File: src/rtl/prog_loader_pkg.sv
// Shared definitions for the boot loader: frame field widths, FSM state
// encoding and a small helper that tells which states take stream bytes.
package prog_loader_pkg;

   localparam int BYTE_W         = 8;
   localparam int WORD_W         = 32;
   localparam int LEN_W          = 16;
   localparam int BYTES_PER_WORD = 4;

   typedef enum logic [2:0] {
      ST_IDLE   = 3'd0,
      ST_LEN_LO = 3'd1,
      ST_LEN_HI = 3'd2,
      ST_DATA   = 3'd3,
      ST_CSUM   = 3'd4,
      ST_DONE   = 3'd5,
      ST_ERROR  = 3'd6
   } state_t;

   // True for the states in which a frame is being received.
   function automatic logic inFrame(input state_t s);
      return (s == ST_LEN_LO) || (s == ST_LEN_HI) || (s == ST_DATA) || (s == ST_CSUM);
   endfunction

endpackage

File: src/rtl/prog_loader_byte_packer.sv
// Little-endian byte-to-word assembler. Collects four bytes (first byte lands
// in bits [7:0]) and emits a one-cycle word_valid with the finished word on
// the cycle after the fourth byte arrives.
module prog_loader_byte_packer
   import prog_loader_pkg::*;
(
   input  logic              i_clk,
   input  logic              i_rst,
   input  logic              i_clear,
   input  logic              i_byteValid,
   input  logic [BYTE_W-1:0] i_byteData,
   output logic [1:0]        o_byteCount,
   output logic              o_wordValid,
   output logic [WORD_W-1:0] o_word
);

   localparam logic [1:0] LastByte = 2'(BYTES_PER_WORD - 1);

   logic [WORD_W-BYTE_W-1:0] r_shift;
   logic [1:0]               r_count;
   logic                     r_wordValid;
   logic [WORD_W-1:0]        r_word;

   // Shift bytes in from the top so the oldest byte ends up lowest; the
   // fourth byte completes the word and raises word_valid for one cycle.
   always_ff @(posedge i_clk) begin
      if (i_rst) begin
         r_shift     <= '0;
         r_count     <= '0;
         r_wordValid <= 1'b0;
         r_word      <= '0;
      end else if (i_clear) begin
         r_shift     <= '0;
         r_count     <= '0;
         r_wordValid <= 1'b0;
      end else begin
         r_wordValid <= 1'b0;
         if (i_byteValid) begin
            if (r_count == LastByte) begin
               r_word      <= {i_byteData, r_shift};
               r_wordValid <= 1'b1;
               r_count     <= '0;
               r_shift     <= '0;
            end else begin
               r_shift <= {i_byteData, r_shift[WORD_W-BYTE_W-1:BYTE_W]};
               r_count <= r_count + 2'd1;
            end
         end
      end
   end

   assign o_byteCount = r_count;
   assign o_wordValid = r_wordValid;
   assign o_word      = r_word;

endmodule

File: src/rtl/prog_loader.sv
// Byte-stream boot loader. Receives a length-prefixed, XOR-checksummed program
// image, writes it word by word into instruction memory and keeps the core in
// reset until the whole image has arrived with a matching checksum.
module prog_loader
   import prog_loader_pkg::*;
#(
   parameter int ADDR_W    = 10,
   parameter int MAX_WORDS = 1024
)
(
   input  logic              i_clk,
   input  logic              i_rst,
   input  logic              i_start,
   input  logic              i_in_valid,
   input  logic [BYTE_W-1:0] i_in_data,
   output logic              o_in_ready,
   output logic              o_mem_we,
   output logic [ADDR_W-1:0] o_mem_addr,
   output logic [WORD_W-1:0] o_mem_wdata,
   output logic              o_core_rst_n,
   output logic              o_busy,
   output logic              o_done,
   output logic              o_err
);

   localparam logic [LEN_W-1:0] MaxWordsL = LEN_W'(MAX_WORDS);

   state_t             r_state;
   state_t             w_nextState;
   logic [BYTE_W-1:0]  r_lenLo;
   logic [LEN_W-1:0]   r_len;
   logic [LEN_W-1:0]   r_wordIdx;
   logic [BYTE_W-1:0]  r_xor;
   logic [ADDR_W-1:0]  r_memAddr;

   logic               w_accept;
   logic               w_startOk;
   logic [LEN_W-1:0]   w_lenFull;
   logic               w_dataByte;
   logic               w_wordEnd;
   logic               w_lastWord;
   logic [1:0]         w_byteCount;
   logic               w_wordValid;
   logic [WORD_W-1:0]  w_word;

   assign w_accept   = i_in_valid & o_in_ready;
   assign w_startOk  = i_start & ((r_state == ST_IDLE) || (r_state == ST_DONE) ||
                                  (r_state == ST_ERROR));
   assign w_lenFull  = {i_in_data, r_lenLo};
   assign w_dataByte = w_accept & (r_state == ST_DATA);
   assign w_wordEnd  = w_dataByte & (w_byteCount == 2'd3);
   assign w_lastWord = w_wordEnd & ((r_wordIdx + 16'd1) == r_len);

   prog_loader_byte_packer u_packer (
      .i_clk       (i_clk),
      .i_rst       (i_rst),
      .i_clear     (w_startOk),
      .i_byteValid (w_dataByte),
      .i_byteData  (i_in_data),
      .o_byteCount (w_byteCount),
      .o_wordValid (w_wordValid),
      .o_word      (w_word)
   );

   // State register.
   always_ff @(posedge i_clk) begin
      if (i_rst) begin
         r_state <= ST_IDLE;
      end else begin
         r_state <= w_nextState;
      end
   end

   // Frame sequencing: length bytes, payload words, checksum, then a sticky
   // DONE/ERROR outcome that only a new start leaves.
   always_comb begin
      w_nextState = r_state;
      case (r_state)
         ST_IDLE, ST_DONE, ST_ERROR: begin
            if (i_start) w_nextState = ST_LEN_LO;
         end
         ST_LEN_LO: begin
            if (w_accept) w_nextState = ST_LEN_HI;
         end
         ST_LEN_HI: begin
            if (w_accept) begin
               if (w_lenFull > MaxWordsL)   w_nextState = ST_ERROR;
               else if (w_lenFull == '0)    w_nextState = ST_CSUM;
               else                         w_nextState = ST_DATA;
            end
         end
         ST_DATA: begin
            if (w_lastWord) w_nextState = ST_CSUM;
         end
         ST_CSUM: begin
            if (w_accept) w_nextState = (i_in_data == r_xor) ? ST_DONE : ST_ERROR;
         end
         default: w_nextState = ST_IDLE;
      endcase
   end

   // Status and handshake outputs decoded purely from the current state.
   always_comb begin
      o_in_ready   = inFrame(r_state);
      o_busy       = inFrame(r_state);
      o_done       = (r_state == ST_DONE);
      o_err        = (r_state == ST_ERROR);
      o_core_rst_n = (r_state == ST_DONE);
   end

   // Frame bookkeeping: captured length, running word index, running XOR and
   // the address that accompanies the packer's write strobe.
   always_ff @(posedge i_clk) begin
      if (i_rst) begin
         r_lenLo   <= '0;
         r_len     <= '0;
         r_wordIdx <= '0;
         r_xor     <= '0;
         r_memAddr <= '0;
      end else if (w_startOk) begin
         r_wordIdx <= '0;
         r_xor     <= '0;
      end else begin
         if ((r_state == ST_LEN_LO) && w_accept) r_lenLo <= i_in_data;
         if ((r_state == ST_LEN_HI) && w_accept) r_len   <= w_lenFull;
         if (w_dataByte) r_xor <= r_xor ^ i_in_data;
         if (w_wordEnd) begin
            r_memAddr <= r_wordIdx[ADDR_W-1:0];
            r_wordIdx <= r_wordIdx + 16'd1;
         end
      end
   end

   assign o_mem_we    = w_wordValid;
   assign o_mem_addr  = r_memAddr;
   assign o_mem_wdata = w_word;

endmodule
File: config.mk
export PLATFORM = sky130hd
export DESIGN_NAME = prog_loader
export DESIGN_NICKNAME = d
export VERILOG_FILES = /design/src/rtl/prog_loader_pkg.sv /design/src/rtl/prog_loader_byte_packer.sv /design/src/rtl/prog_loader.sv
export SDC_FILE = /design/constraint.sdc
export NUM_CORES = 1
export LEC_CHECK = 0
export ABC_CLOCK_PERIOD_IN_PS = 2300
export BUFFER_PORTS_ARGS = -buffer_cell sky130_fd_sc_hd__buf_2
export CAP_MARGIN = 20
export CORE_UTILIZATION = 40
export CTS_CLUSTER_DIAMETER = 60
export DETAILED_ROUTE_END_ITERATION = 10
export HOLD_SLACK_MARGIN = 0.03
export PLACE_DENSITY = 0.65
export SYNTH_ARGS = -nofsm -noshare
export SYNTH_HDL_FRONTEND = slang
export SYNTH_SLANG_ARGS = --single-unit
File: constraint.sdc
create_clock -name i_clk -period 2.3 [get_ports i_clk]
set_input_delay 0.115 -clock i_clk [delete_from_list [all_inputs] [get_ports i_clk]]
set_output_delay 0.115 -clock i_clk [all_outputs]
set_load 0.01 [all_outputs]
Word-level counts from Yosys, hierarchy flattened:

Cells that the tools add are included.

* register bits after elaboration: 120
* latch bits: 0
* memory bits (writable): 0
* bits in read-only memories: 0
* output and inout port bits: 48
* logic and storage cells: 64
* memories: 0

* $add $sub $neg: 2
* $mul: 0
* divide/modulo/power cells: 0
* order comparisons: 1
* equality and inequality tests: 14
* shift-type cells: 0
* muxes and demuxes: 12
* bitwise operators: 8
* reduce and logical (&&, ||, !) cells: 17

Operators with widths (number)
* two-way mux 24 bit: 1
* two-way mux 3 bit: 7
* adder 16 x 1 -> 16 bit, second input constant: 1
* equality test 16 bit: 1
* greater-than comparator 16 x 11 -> 1 bit, second input constant: 1
* zero test 16 bit: 1
* case mux 3 bit (5 select lines): 1
* != test 2 bit, second input constant: 5
* equality test 3 bit, second input constant: 3
* equality test 8 bit: 1
* bitwise XOR 8 bit: 1
* equality test 3 x 2 -> 1 bit, second input constant: 2
* AND reduction 2 bit: 3
* OR reduction 3 bit: 2
* AND 1 bit: 5
* logical OR 1 bit: 5
* AND reduction 5 bit: 1
* two-way mux 2 bit: 2
* equality test 3 x 1 -> 1 bit, second input constant: 1
* zero test 3 bit: 1
* AND reduction 3 bit: 1
* adder 2 x 1 -> 2 bit, second input constant: 1
* equality test 2 bit, second input constant: 1
* logical AND 1 bit: 2
* 3 further kinds: 4

Logic depth before layout (Yosys ltp):

Gate-level depths: netlist of run 1.

* depth in word-level cells: 10
* depth in mapped cells: 8
* depth with buffers taken out: 7

Cells and area by module:

Synthesis of run 1 repeated with hierarchy kept, for this count alone.

* cell total of the unflattened synthesis: 648
* area total of the unflattened synthesis: 5780.5 µm²

Modules (own cells, without submodules)
* prog_loader: instances 1, cells an instance 388, area an instance 3195.6 µm², seq. area each 1221.2 µm²
* prog_loader_byte_packer: instances 1, cells an instance 260, area an instance 2585.0 µm², seq. area each 1181.1 µm²

Worst setup path after synthesis of run 1:

No wires, ideal clock.

* kind: register to register
* start point: register r_wordIdx[0]
* end point: register r_state[2]
* arrival: 1.911 ns
* setup slack: 0.331 ns
* stages on the path, launching flop included: 9
* path buffers: 1
* period minus slack after synthesis: 1.969 ns
* cell sequence: dfxtp_1 ha_1 clkbuf_1 and4_1 and4bb_2 xnor2_1 nand3_1 nor4_2 o21ba_2

* word-level cells in the longest chain between the ends: 5

RTL lines
* start, declared: line prog_loader.sv:32 `logic [LEN_W-1:0] r_wordIdx;`
* start signal, assigned: line prog_loader.sv:129 `r_wordIdx <= r_wordIdx + 16'd1;`
* adder 16 x 1 -> 16 bit: line prog_loader.sv:52 `assign w_lastWord = w_wordEnd & ((r_wordIdx + 16'd1) == r_len);`
* equality test 16 bit: line prog_loader.sv:52
* AND 1 bit: line prog_loader.sv:52
* != test 2 bit (no source line)
* AND reduction 5 bit (no source line)
* end signal, assigned: line prog_loader.sv:70 `r_state <= w_nextState;`
* end, declared: line prog_loader.sv:28 `state_t r_state;`

Every way passes these cells.
A chain may end at the register's enable or synchronous reset.

Worst setup path after layout of run 1:

Same ends and word-level chain as after synthesis.

==> impl_metrics.tcl, run 1 <==
set metrics [dict create \
    async_flop_share_pct 0 \
    drc 0 \
    ys_types 55 \
    path_common_cell "buf_4" \
    reg2reg_setup_slack_ns 0.12 \
    avgViaCountPerCell 5.09 \
    nets 729 \
    synth_cells 665 \
    holdPathStages 3 \
    min_path_type "in2reg" \
    grt_max_degree 50 \
    drt_iter0_drc 211 \
    worstMarginPinSlew_ns 0.568 \
    cp_max_fo 8 \
    syn_nets 679 \
    reg2reg_to "r_state[2]" \
    fin_skew_ns 0.00448 \
    r2r_cells 8 \
    clock_path_buffers 2 \
    crit_cells 8 \
    antenna_found_initial 0 \
    numCtsBuffers 17 \
    grt_usage_pct 19.4 \
    tns_ns 0 \
    crit_chain "ha_1 -> buf_4 -> or3_1 -> a21boi_0 -> o221ai_1 -> nor4_2 -> buf_4 -> o21ba_2" \
    first_global_vias 4135 \
    seqCellArea_um2 2410 \
    yosysSeqAreaShare_pct 45.3 \
    outcome "complete, no violations" \
    pwr_density_cell_nw_per_um2 873 \
    cts_sinks 120 \
    wirelength_mm 12.4 \
    grt_pass1_wl_mm 20.2 \
    io_buffers 59 \
    finalCritPeriodShare_pct 94.8 \
    timing.rr.start "r_wordIdx[0]" \
    drt_first_pass_iters 5 \
    critical_path_class "reg2reg" \
    layout_min_cycle_time_ns 2.18 \
    gp_congestion 0.813 \
    ant_nets 0 \
    arrival_ns 2.54 \
    n_fill_cell 1203 \
    finalSetupViolCount 0 \
    max_slew_margin_pct 62.0 \
    total_power_w 0.00561 \
    rsz0062_at_grt "no" \
    syn_avg_cell_area_um2 7.97 \
    die_area_um2 13700 \
    slowest_delay_ns 0.36 \
    cap_violations 0 \
    critical-path-top-delay-family "simple AND/OR/NAND/NOR gates" \
    hold_viol_final 0 \
    io_pins 60 \
    die_w_um 117 \
    synth_flop_cell "dfxtp_1" \
    cp-startpoint "r_wordIdx[0]" \
    ys_ff_latch 120 \
    crit_required_ns 2.66 \
    wl_per_cell_um 13.7 \
    critPathCaptureType "flip-flop" \
    die_h_um 117 \
    placement_rows 41 \
    fmax_mhz 458 \
    grt_overflow_total 0 \
    antenna_cells 0 \
    crit_buf_inv 2 \
    multi_input_area_um2 2650 \
    cts_root_buf "clkbuf_16" \
    leakage_nw 2.37 \
    core-area_um2 12800 \
    start_util_pct 41.5 \
    yosysWarnings 0 \
    netlist_area_um2 5300 \
    synth_edf_count 0 \
    drive_gt1_share_pct 18.3 \
    finalMaxSlewViolations 0 \
    clk_pin_slew_ns 0.05 \
    cts_max_level 4 \
    vias 4578 \
    peakVddDrop_v 0.000501 \
    crit_slowest_cell "dfxtp_2" \
    cts_tree "yes" \
    hpwl_mm 8.81 \
    syn_to_final_growth_pct 21.4 \
    clock_latency_ns 0.41 \
    start_kind "flip-flop" \
    endpoint "r_state[2]" \
]
## synthesized netlist by cell type (all sizes together), types with 2 or more instances
library cell,count,area [µm²]
a311oi,2,17.5
and3,6,37.5
or4,3,22.5
nand3,9,50.1
a31oi,2,12.5
inv,2,7.51
nor2,36,135
xor2,26,228
nand2,182,686
o31ai,2,15.0
mux2i,4,40.0
nand3b,24,180
nand4,10,68.8
a21boi,2,15.0
or3,5,36.3
a31o,2,17.5
nor2b,2,12.5
buf,14,80.1
xnor2,25,219
nor3,11,55.1
ha,2,25.0
a22oi,2,15.0
dfxtp,120,2400
a21oi,97,485
clkbuf,44,166
nor4,6,65.1
o21ai,6,30.0
## layout make-up
type,instances,share of cell area [%]
Tap cell,172,3.35
Multi-Input combinational cell,485,41.2
Clock buffer,21,7.16
Inverter,2,0.117
Timing Repair Buffer,89,8.48
Sequential cell,120,37.4
Clock inverter,11,2.28
## cells in the final DEF (no fill, tap or decap), drive strengths merged, types with 9 or more instances in the layout
| cell type | count |
|---|---|
| a21oi | 97 |
| buf | 84 |
| clkbuf | 21 |
| dfxtp | 120 |
| nand2 | 182 |
| nand3 | 9 |
| nand3b | 24 |
| nand4 | 10 |
| nor2 | 36 |
| nor3 | 11 |
| xnor2 | 25 |
| xor2 | 26 |
## metal layers
layer	share of wire [%]	up-vias	GRT usage (%)
met5	0	-	0
met4	2.5	0	10.0
met3	4.8	23	4.53
met2	45	118	29.9
met1	48	2103	25.4
li1	-	2334	-
## through the flow
step                      worst slack, ns  instances  hold slack, ns  utilization [%]  instance area [µm²]
after detailed placement           0.0742        863           0.444             45.1                 5760
after CTS                          0.0383        900          0.0325             50.2                 6420
after global routing               0.0289        900          0.0442             50.3                 6430
after global placement             0.0667        863           0.439             45.1                 5760
final                               0.119        900          0.0395             50.3                 6430
after floorplan                     0.331        665           0.251                -                 5300
## logic make-up (layout without fill, tap and decap cells)
family          count (synthesis)  after routing  synth area share [%]
compound gates                126            126                  13.3
xor+xnor                       51             51                  8.43
fa+ha+maj                       2              2                 0.472
buf+inv                        60            123                  4.79
flops                         120            120                  45.3
mux                             5              5                 0.968
simple gates                  301            301                  26.6
## registers in the layout, summed over array words and instances (netlist names)
signal                count
r_state                   3
r_lenLo                   8
r_xor                     8
o_mem_addr               10
u_packer.o_byteCount      2
u_packer.o_word          32
u_packer.r_shift         24
u_packer.o_wordValid      1
r_wordIdx                16
r_len                    16
## worst register-to-register path: stages, from the launching register on
cell and delay, ns:
dfxtp_2 0.36, ha_1 0.21, buf_4 0.16, or3_1 0.33, a21boi_0 0.25, o221ai_1 0.20
nor4_2 0.31, buf_4 0.18, o21ba_2 0.13
## what timing repair did
item,in CTS,in global routing
setup endpoints to repair,0,3
hold buffers,5,0
setup buffers,0,0
endpoints found under the hold margin,9,0
resized for setup,0,5
## power by group
group	leakage, nW	switching (W)	internal [W]
Combinational	1.11	0.000462	0.000272
Sequential	0.970	0.0000472	0.00215
Clock	0.293	0.000925	0.00176
Total	2.37	0.00143	0.00418
## worst min path at each step
stage,startpoint,to,slack [ns]
2_1_floorplan,i_in_data[3],r_lenLo[3],0.25
3_3_place_gp,u_packer.o_word[31],u_packer.o_word[31],0.44
3_5_place_dp,u_packer.o_word[5],u_packer.o_word[5],0.44
4_1_cts,i_in_data[0],r_lenLo[0],0.03
5_1_grt,i_in_data[0],r_len[8],0.04
6_report,i_in_data[0],u_packer.o_word[24],0.04
Power figures use the tool's default switching activity.
==> run 2, diff against run 1 <==
--- a/config.mk
+++ b/config.mk
@@ -10,9 +10,11 @@
 export CAP_MARGIN = 20
 export CORE_UTILIZATION = 40
 export CTS_CLUSTER_DIAMETER = 60
+export CTS_CLUSTER_SIZE = 24
 export DETAILED_ROUTE_END_ITERATION = 10
 export HOLD_SLACK_MARGIN = 0.03
 export PLACE_DENSITY = 0.65
+export SETUP_SLACK_MARGIN = 0.2
 export SYNTH_ARGS = -nofsm -noshare
 export SYNTH_HDL_FRONTEND = slang
 export SYNTH_SLANG_ARGS = --single-unit
==> impl_metrics.tcl, run 2 (synthesized netlist as in run 1, its figures left out) <==
set metrics [dict create \
    hold_viol_final 0 \
    vias 4612 \
    start_util_pct 41.5 \
    crit_slowest_cell "dfxtp_4" \
    finish.instance_area_um2 6490 \
    first_global_vias 4146 \
    tns_ns 0 \
    clock_latency_ns 0.41 \
    path_common_cell "buf_4" \
    clk_pin_slew_ns 0.05 \
    fin_skew_ns 0.00508 \
    gp_congestion 0.813 \
    drt_first_pass_iters 5 \
    antenna_cells 0 \
    critPathCaptureType "flip-flop" \
    rsz0062_at_grt "yes" \
    avgViaCountPerCell 5.12 \
    cts_tree "yes" \
    syn_to_final_growth_pct 22.6 \
    layout_min_cycle_time_ns 2.00 \
    pwr_density_cell_nw_per_um2 867 \
    crit_chain "ha_4 -> buf_4 -> or3_1 -> a21boi_2 -> o221ai_2 -> nor4_2 -> buf_4 -> o21ba_2" \
    antenna_found_initial 0 \
    finalCritPeriodShare_pct 87.2 \
    outcome "complete, no violations" \
    core-area_um2 12800 \
    finalSetupViolCount 0 \
    fin_ws_ns 0.295 \
    hpwl_mm 8.81 \
    cts_root_buf "clkbuf_16" \
    finalMaxSlewViolations 0 \
    die_h_um 117 \
    worstMarginPinSlew_ns 0.573 \
    die_w_um 117 \
    cap_violations 0 \
    peakVddDrop_v 0.000501 \
    io_buffers 59 \
    max_slew_margin_pct 61.7 \
    ant_nets 0 \
    grt_usage_pct 19.6 \
    drt_iter0_drc 209 \
    cts_setup_buffers 0 \
    largest_register_ffs 32 \
    final_cell_mix "nand2_1, dfxtp_1, a21oi_1" \
    cts_sinks 120 \
    cp_max_fo 8 \
    io_pins 60 \
    start_kind "flip-flop" \
    min_path_type "in2reg" \
    leakage_nw 2.38 \
    drive_gt1_share_pct 19.2 \
    layout_commonest_cell "nand2_1" \
    wirelength_mm 12.4 \
    slowest_delay_ns 0.37 \
    dp_worst_setup_slack_ns 0.0742 \
    nets 729 \
    drc 0 \
    numCtsBuffers 17 \
    grt_pass1_wl_mm 20.4 \
    clock_path_buffers 2 \
    placement_rows 41 \
    fmax_mhz 499 \
    cts_max_level 4 \
    wl_per_cell_um 13.8 \
    grt_max_degree 50 \
    crit_required_ns 2.66 \
    die_area_um2 13700 \
    place_area_um2 5760 \
    arrival_ns 2.37 \
    critical_path_class "reg2reg" \
    grt_overflow_total 0 \
]
-- run 2: final timing paths --
check                                    startpoint                  to  slack (ns)  cells past startpoint
worst min-delay path                   i_in_data[0]            r_len[8]        0.05                      3
worst max register to register         r_wordIdx[0]          r_state[2]        0.30                      8
worst max-delay path                   r_wordIdx[0]          r_state[2]        0.30                      8
worst min register to register  u_packer.r_shift[7]  u_packer.o_word[7]        0.45                      2
-- run 2: cell type report --
type	count	area, µm²
clock buffer	21	460
inverter	2	7.51
multi-input combinational	485	2710
clock inverter	11	146
tap	172	215
sequential	120	2410
fill	1192	6280
timing repair buffer	89	546
-- run 2: where the power goes --
part,internal (W),switching (W),total [W]
Sequential,0.00215,0.0000477,0.00219
Combinational,0.000276,0.000468,0.000744
Clock,0.00176,0.000930,0.00269
-- run 2: timing repair --
action,CTS,global route
gates resized for setup,12,7
hold buffers,5,0
endpoints found under the hold margin,9,0
endpoints found under the setup margin,3,3
pin swaps,3,1
-- run 2: stage by stage --
stage	power, W	utilization [%]	hold slack [ns]	std cells
final	0.00563	50.8	0.0494	900
after floorplan	0.00279	-	0.251	665
after detailed placement	0.00297	45.1	0.444	863
after global routing	0.00586	50.8	0.0562	900
after CTS	0.00566	50.6	0.0325	900
after global placement	0.00295	45.1	0.439	863
-- run 2: worst max-delay path: cells and delay by family (launching register included) --
| kind | cells | cell delay, ns |
|---|---|---|
| AO/OA/AOI/OAI | 3 | 0.44 |
| adder cells (fa/ha/maj) | 1 | 0.16 |
| buffers and inverters | 2 | 0.33 |
| flip-flops | 1 | 0.37 |
| AND/OR/NAND/NOR | 2 | 0.64 |
-- run 2: layer usage --
layer	wire, µm	vias to the layer above	global-route usage (%)	share of wire [%]
met1	5980	2150	25.5	48
met2	5680	102	30.2	46
met4	308	0	10.0	2.5
met3	470	25	4.53	3.8
li1	-	2335	-	-
met5	0	-	0	0
==> run 3, diff against run 2 <==
--- a/config.mk
+++ b/config.mk
@@ -8,12 +8,14 @@
 export ABC_CLOCK_PERIOD_IN_PS = 2300
 export BUFFER_PORTS_ARGS = -buffer_cell sky130_fd_sc_hd__buf_2
 export CAP_MARGIN = 20
+export CELL_PAD_IN_SITES_DETAIL_PLACEMENT = 1
+export CELL_PAD_IN_SITES_GLOBAL_PLACEMENT = 1
 export CORE_UTILIZATION = 40
 export CTS_CLUSTER_DIAMETER = 60
 export CTS_CLUSTER_SIZE = 24
 export DETAILED_ROUTE_END_ITERATION = 10
 export HOLD_SLACK_MARGIN = 0.03
-export PLACE_DENSITY = 0.65
+export PLACE_DENSITY = 0.81
 export SETUP_SLACK_MARGIN = 0.2
 export SYNTH_ARGS = -nofsm -noshare
 export SYNTH_HDL_FRONTEND = slang
==> impl_metrics.tcl, run 3 (synthesized netlist as in run 1, its figures left out) <==
set metrics [dict create \
    drc 0 \
    cts_tree "yes" \
    grt_usage_pct 23.0 \
    hpwl_mm 10.2 \
    finalSetupViolCount 0 \
    drt_iter0_drc 226 \
    vias 4749 \
    fmax_mhz 466 \
    fin_cells 898 \
    finish.instance_area_um2 6520 \
    clk_pin_slew_ns 0.05 \
    syn_to_final_growth_pct 23.0 \
    min_path_type "in2reg" \
    die_area_um2 13700 \
    grt_max_degree 51 \
    place_area_um2 5780 \
    antenna_found_initial 0 \
    hold_viol_final 0 \
    final_cell_mix "nand2_1, dfxtp_1, a21oi_1" \
    critPathCaptureType "flip-flop" \
    cts_sinks 120 \
    dpl.cell_count 865 \
    max_slew_margin_pct 44.4 \
    grt_overflow_total 0 \
    io_buffers 59 \
    layout_min_cycle_time_ns 2.15 \
    placement_rows 41 \
    avgViaCountPerCell 5.29 \
    drive_gt1_share_pct 20.1 \
    arrival_ns 2.51 \
    die_h_um 117 \
    wl_per_cell_um 16.6 \
    whs_ns 0.0389 \
    first_global_vias 4814 \
    wirelength_mm 14.9 \
    ant_nets 0 \
    numCtsBuffers 17 \
    clock_path_buffers 2 \
    gp_congestion 0.860 \
    finalMaxSlewViolations 0 \
    largest_register_ffs 32 \
    start_util_pct 41.5 \
    nets 727 \
    cap_violations 0 \
    clock_latency_ns 0.42 \
    start_kind "flip-flop" \
    core-area_um2 12800 \
    cts_root_buf "clkbuf_16" \
    outcome "complete, no violations" \
    crit_required_ns 2.66 \
    peakVddDrop_v 0.000711 \
    worstMarginPinSlew_ns 0.827 \
    critical_path_class "reg2reg" \
    die_w_um 117 \
    drt_first_pass_iters 4 \
    cp_max_fo 5 \
    layout_commonest_cell "nand2_1" \
    grt_pass1_wl_mm 23.8 \
    cts_max_level 4 \
    pwr_density_cell_nw_per_um2 880 \
    fin_skew_ns 0.00672 \
    rsz0062_at_grt "yes" \
    tns_ns 0 \
    io_pins 60 \
    finalCritPeriodShare_pct 93.3 \
    leakage_nw 2.37 \
    antenna_cells 0 \
]
run 3: worst paths after layout:
path | startpoint | end | slack (ns) | cells past startpoint
worst min register to register | u_packer.o_word[6] | u_packer.o_word[6] | 0.45 | 2
worst max register to register | r_wordIdx[0] | r_state[2] | 0.15 | 8
worst max-delay path | r_wordIdx[0] | r_state[2] | 0.15 | 8
worst min-delay path | i_in_data[3] | r_len[11] | 0.04 | 3
run 3: final cells by class:
type                            instances  area (µm²)
Fill cell                            1515        6260
Multi-Input combinational cell        485        2740
Tap cell                              172         215
Clock inverter                         10         141
Sequential cell                       120        2410
Clock buffer                           22         484
Inverter                                2        7.51
Timing Repair Buffer                   87         518
run 3: timing repair:
action                     in CTS  in global routing
setup endpoints to repair       3                  3
pin swaps                       3                  8
buffers inserted                0                  1
hold buffers                    0                  0
gates resized for setup        14                  8
run 3: per-layer routing:
layer	up-vias	wire [µm]	global-route usage (%)
met5	-	0	0
met4	0	313	9.79
met3	27	488	4.22
met2	91	7460	40.5
met1	2314	6670	27.6
li1	2317	-	-
run 3: metrics by stage:
| step | util [%] | worst slack (ns) | total power, W |
|---|---|---|---|
| floorplan | - | 0.331 | 0.00279 |
| global placement | 45.2 | 0.0232 | 0.00296 |
| finish | 51.0 | 0.155 | 0.00573 |
| CTS | 50.5 | 0.206 | 0.00575 |
| detailed placement | 45.2 | 0.0305 | 0.00299 |
| global route | 51.0 | 0.0496 | 0.00594 |
run 3: where the power goes:
part	leakage (nW)	internal, W	switching [W]	total (W)
logic	1.11	0.000273	0.000493	0.000765
registers	0.970	0.00215	0.0000510	0.00220
clock network	0.291	0.00182	0.000951	0.00277
run 3: worst max-delay path, stage by stage, from the launching register on:
cell	delay [ns]
dfxtp_4	0.36
ha_4	0.28
xnor2_2	0.10
nand4_1	0.15
a2111oi_4	0.37
o2111ai_2	0.20
nor4_4	0.33
buf_4	0.18
o21ba_4	0.12
